==> config.mk <==
export PLATFORM = sky130hd
export DESIGN_NAME = reg_file_ser_master
export DESIGN_NICKNAME = d
export VERILOG_FILES = /design/src/rtl/reg_file_pkg.sv /design/src/rtl/reg_file_ser_master.sv
export SDC_FILE = /design/constraint.sdc
export NUM_CORES = 1
export LEC_CHECK = 0
export ABC_CLOCK_PERIOD_IN_PS = 1600
export CAP_MARGIN = 25
export CELL_PAD_IN_SITES_DETAIL_PLACEMENT = 1
export CELL_PAD_IN_SITES_GLOBAL_PLACEMENT = 2
export CORE_AREA = 3 3 79 81
export DETAILED_ROUTE_END_ITERATION = 16
export DIE_AREA = 0 0 82 84
export GPL_TIMING_DRIVEN = 0
export PLACE_DENSITY = 0.75
export SKIP_LAST_GASP = 1
export SYNTH_ARGS = -nofsm -noshare
export SYNTH_HDL_FRONTEND = slang
export SYNTH_SLANG_ARGS = --single-unit
export TNS_END_PERCENT = 20
==> constraint.sdc <==
create_clock -name CLK -period 1.6 [get_ports CLK]
set_input_delay 0.32 -clock CLK [delete_from_list [all_inputs] [get_ports CLK]]
set_output_delay 0.32 -clock CLK [all_outputs]
set_load 0.05 [all_outputs]
==> src/rtl/reg_file_pkg.sv <==
// reg_file_pkg: shared defaults, FSM states and frame lengths for the reg_file serial master
package reg_file_pkg;
  localparam int DEF_ADDR_W = 4;
  localparam int DEF_DATA_W = 8;
  localparam int WR_FRAME_LEN = DEF_ADDR_W + DEF_DATA_W;
  localparam int RD_ADDR_LEN = DEF_ADDR_W;
  typedef enum logic [2:0] {IDLE, ADDR, WDATA, RWAIT, RDATA, RESP} state_t;
  function automatic int max3(input int a, input int b, input int c);
    return a > b ? (a > c ? a : c) : (b > c ? b : c);
  endfunction
endpackage

==> src/rtl/reg_file_ser_master.sv <==
// reg_file_ser_master: serialises host read/write requests onto the reg_file 1-bit interface
module reg_file_ser_master
  import reg_file_pkg::*;
#(
  parameter int ADDR_W = DEF_ADDR_W,
  parameter int DATA_W = DEF_DATA_W,
  parameter int RD_LAT = 1
) (
  input  logic              CLK,
  input  logic              RST,
  input  logic              REQ_VALID,
  output logic              REQ_READY,
  input  logic              REQ_WR,
  input  logic [ADDR_W-1:0] REQ_ADDR,
  input  logic [DATA_W-1:0] REQ_WDATA,
  output logic              RSP_VALID,
  input  logic              RSP_READY,
  output logic [DATA_W-1:0] RSP_RDATA,
  output logic              WR_EN,
  output logic              RD_EN,
  output logic              DIN,
  input  logic              DOUT
);
  localparam int CW = $clog2(max3(ADDR_W, DATA_W, RD_LAT) + 1);
  localparam int TW = ADDR_W + DATA_W;
  state_t state;
  logic [CW-1:0] cnt;
  logic [TW-1:0] tx;
  logic last;
  assign last = cnt == '0;
  always_ff @(posedge CLK) begin
    if (RST) begin
      state <= IDLE;
      cnt <= '0;
      tx <= '0;
      REQ_READY <= 1'b0;
      RSP_VALID <= 1'b0;
      RSP_RDATA <= '0;
      WR_EN <= 1'b0;
      RD_EN <= 1'b0;
      DIN <= 1'b0;
    end else begin
      case (state)
        IDLE: begin
          if (REQ_VALID && REQ_READY) begin
            state <= ADDR;
            REQ_READY <= 1'b0;
            WR_EN <= REQ_WR;
            RD_EN <= !REQ_WR;
            DIN <= REQ_ADDR[ADDR_W-1];
            tx <= {REQ_ADDR, REQ_WDATA} << 1;
            cnt <= CW'(ADDR_W - 1);
          end else REQ_READY <= 1'b1;
        end
        ADDR: begin
          DIN <= tx[TW-1];
          tx <= tx << 1;
          cnt <= cnt - 1'b1;
          if (last && WR_EN) begin
            state <= WDATA;
            cnt <= CW'(DATA_W - 1);
          end else if (last) begin
            RD_EN <= 1'b0;
            DIN <= 1'b0;
            state <= RD_LAT == 1 ? RDATA : RWAIT;
            cnt <= CW'(RD_LAT == 1 ? DATA_W - 1 : RD_LAT - 2);
          end
        end
        WDATA: begin
          DIN <= last ? 1'b0 : tx[TW-1];
          tx <= tx << 1;
          cnt <= cnt - 1'b1;
          if (last) begin
            state <= IDLE;
            WR_EN <= 1'b0;
            REQ_READY <= 1'b1;
          end
        end
        RWAIT: begin
          cnt <= last ? CW'(DATA_W - 1) : cnt - 1'b1;
          if (last) state <= RDATA;
        end
        RDATA: begin
          RSP_RDATA <= {RSP_RDATA[DATA_W-2:0], DOUT};
          cnt <= cnt - 1'b1;
          if (last) begin
            state <= RESP;
            RSP_VALID <= 1'b1;
          end
        end
        RESP: begin
          if (RSP_READY) begin
            state <= IDLE;
            RSP_VALID <= 1'b0;
            REQ_READY <= 1'b1;
          end
        end
        default: state <= IDLE;
      endcase
    end
  end
endmodule

==> reports/metrics.cfg <==
[drt]
ant_nets = 0
vias = 1366
avgViaCountPerCell = 4.79
drt_pass1_iterations = 4
drc = 0
routed_wl_microns = 3970
routedWlPerCell_microns = 13.9
drt_iter0_drc = 54

[cells_and_area]
antenna_cells = 0
nNetsFinal = 231
stdcell_area_sq_um = 2030
syn2layout_area_growth_pct = 36.5
nFillCells = 683
multiInputGateArea_sq_um = 793
layoutNonFillerInstCount = 285
regArea_sq_um = 622
drive_above_1_share = 0.131

[synth]
yosys_warnings = 0
ys.flop_type = dfxtp_1
ys_seq_area_frac = 0.417
postSynthCellCount = 173
ys_top_cells_by_count = dfxtp_1, nand2_1, nor2_1, a21oi_1, a211oi_1
yosys.area.top_type_share = 0.417
syn-num-nets = 192
synth_edf_count = 0
synth_largest_area_cell = dfxtp_1
ys_top_cells_by_area = dfxtp_1, mux2i_1, nand2_1, a211oi_1, nor2_1
syn_avg_cell_area_sq_um = 8.61
async_flop_share = 0
syn-cell-area_sq_um = 1490
synth_seq_cells = 31
synth_most_common_cell = dfxtp_1
synthDistinctLibCells = 38

[critical_path]
crit_path_end_kind = primary output
path_cells = clkdlybuf4s50_1
slowest_delay_ps = 810
cp_max_fo = 3
critPathLaunchType = flip-flop
cp.arrival_ps = 1440
crit_buf_inv = 1
slowest_stage = clkdlybuf4s50_1
required_ps = 1280
cp_top_family = buffers and inverters
critPathKind = reg2out

[flow_run]
maxCapViolCount = 0

[floorplanning]
start_util = 0.269
io_pins = 31
fp-row-count = 27
die_w_microns = 82
core_area_sq_um = 5540
dieArea_sq_um = 6890
die_h_microns = 84

[power]
cellLeakagePower_nw = 0.826
p_per_area_nw_per_um2 = 1750
vdd_ir_drop_max_mv = 0.698
total_power_mw = 3.56

[sta]
min_period_ps = 1760
fmaxAchievable_mhz = 568
rsz0062_at_grt = yes
fin_crit_sh = 1.10
hold_viol = 0
finalSetupViolCount = 7
slew_violations = 0
hold_ws_ps = 459
worst_pin_slew_ps = 539
finClkSkew_ps = 3.19
setup_ws_ps = -160
max-slew-margin-rel = 0.640

[cts]
htreeDepth = 2
cts_tree = done
cts.path.max_buffers = 2
cts-root-buf = clkbuf_8
cts_hold_buf = 0
cts.clk_slew.worst_paths_ps = 60
cts.sink_count = 31
numCtsBuffers = 5
clkLatencyLatePin_ps = 280

[global_route]
gr-usage-all-layers = 0.121
overflow = 0
grt_busiest_layer = met2
met2_usage = 0.185
use_met1 = 0.160
use_met3 = 0.0335
antenna_found_initial = 0
grt_pass1_vias = 1356
grt_max_degree = 11
grt_pass1_wl_microns = 6420

[run_status]
status = finished with violations
violations = setup timing

[worst_hold_path]
hp-class = reg2reg

[place]
place_inst = 275
numPortBuffers = 30
dpl_cell_area_sq_um = 1880
dp_slack_ps = -294
gp_congestion = 0.778
dpl.hpwl_microns = 2860

==> kinds of logic (layout without fill, tap and decap cells) <==
family,after synthesis,count (layout),share of synthesized area
AOI/OAI and AO/OA,47,47,0.215
muxes,12,12,0.0815
adders and majority gates,1,1,0.00840
xor gates and xnor gates,1,1,0.00588
and+or+nand+nor,64,64,0.206
buffers and inverters,17,57,0.0664
DFF,31,31,0.417
==> sequential cells by signal, summed over array words and instances, names as in the netlist, 3 cells and up <==
| name | count |
|---|---|
| RSP_RDATA | 8 |
| tx | 11 |
| cnt | 4 |
| state | 3 |
==> placed cells by master (no fill, tap or decap), types with 2 or more instances in the layout <==
master,netlist,layout
a211oi_1,12,12
a21o_1,2,2
a21oi_1,13,13
a2bb2oi_1,2,2
a31oi_1,4,4
buf_2,4,4
buf_4,2,4
buf_6,3,3
clkbuf_1,3,4
clkbuf_8,0,7
clkdlybuf4s50_1,0,22
dfxtp_1,31,30
dlygate4sd2_1,0,2
dlymetal6s2s_1,0,6
inv_1,5,4
mux2i_1,11,11
nand2_1,26,26
nand2b_1,2,2
nand3_1,3,3
nor2_1,19,19
nor2b_1,2,2
nor3b_1,2,2
o21ai_0,5,5
or3_1,4,4
==> power by group <==
group	leakage (nW)	internal (mW)	switching, mW
sequential	0.254	0.992	0.139
combinational	0.520	0.777	0.965
clock	0.0515	0.392	0.290
==> worst paths after layout <==
path                                                 from                        end  slack, ps  cells after the start
worst max register to register        cnt[1]$_SDFFE_PP0P_        cnt[1]$_SDFFE_PP0P_          0                      7
worst min-delay path            RSP_RDATA[7]$_SDFFE_PP0P_  RSP_RDATA[7]$_SDFFE_PP0P_        460                      2
worst min register to register  RSP_RDATA[7]$_SDFFE_PP0P_  RSP_RDATA[7]$_SDFFE_PP0P_        460                      2
worst max-delay path            RSP_RDATA[2]$_SDFFE_PP0P_               RSP_RDATA[2]       -160                      1
==> metal layers <==
layer | vias to the layer above | routed length [microns] | part of all wire
met5 | - | 0 | 0
li1 | 694 | - | -
met4 | 0 | 81 | 0.020
met1 | 641 | 1910 | 0.48
met2 | 23 | 1830 | 0.46
met3 | 8 | 153 | 0.039
==> metrics by stage <==
step / utilization / setup TNS (ps)
6_report: 0.367 / -746
5_1_grt: 0.367 / -2180
4_1_cts: 0.364 / -1930
3_5_place_dp: 0.339 / -3530
3_3_place_gp: 0.339 / -3380
2_1_floorplan: - / 0
==> cell type report <==
cell class,count,share of cell area
multi-input combinational,125,0.390
sequential,31,0.306
timing repair buffer,32,0.161
clock buffer,8,0.0493
tap,72,0.0443
buffer,12,0.0394
inverter,5,0.00924
==> repair_timing <==
item / 4_1_cts / 5_1_grt
pin swaps: 2 / 0
gates cloned: 0 / 0
buffers inserted: 2 / 0
endpoints found under the setup margin: 18 / 31
gates resized for setup: 7 / 6
Note: power is estimated with default switching activity, not from simulation.
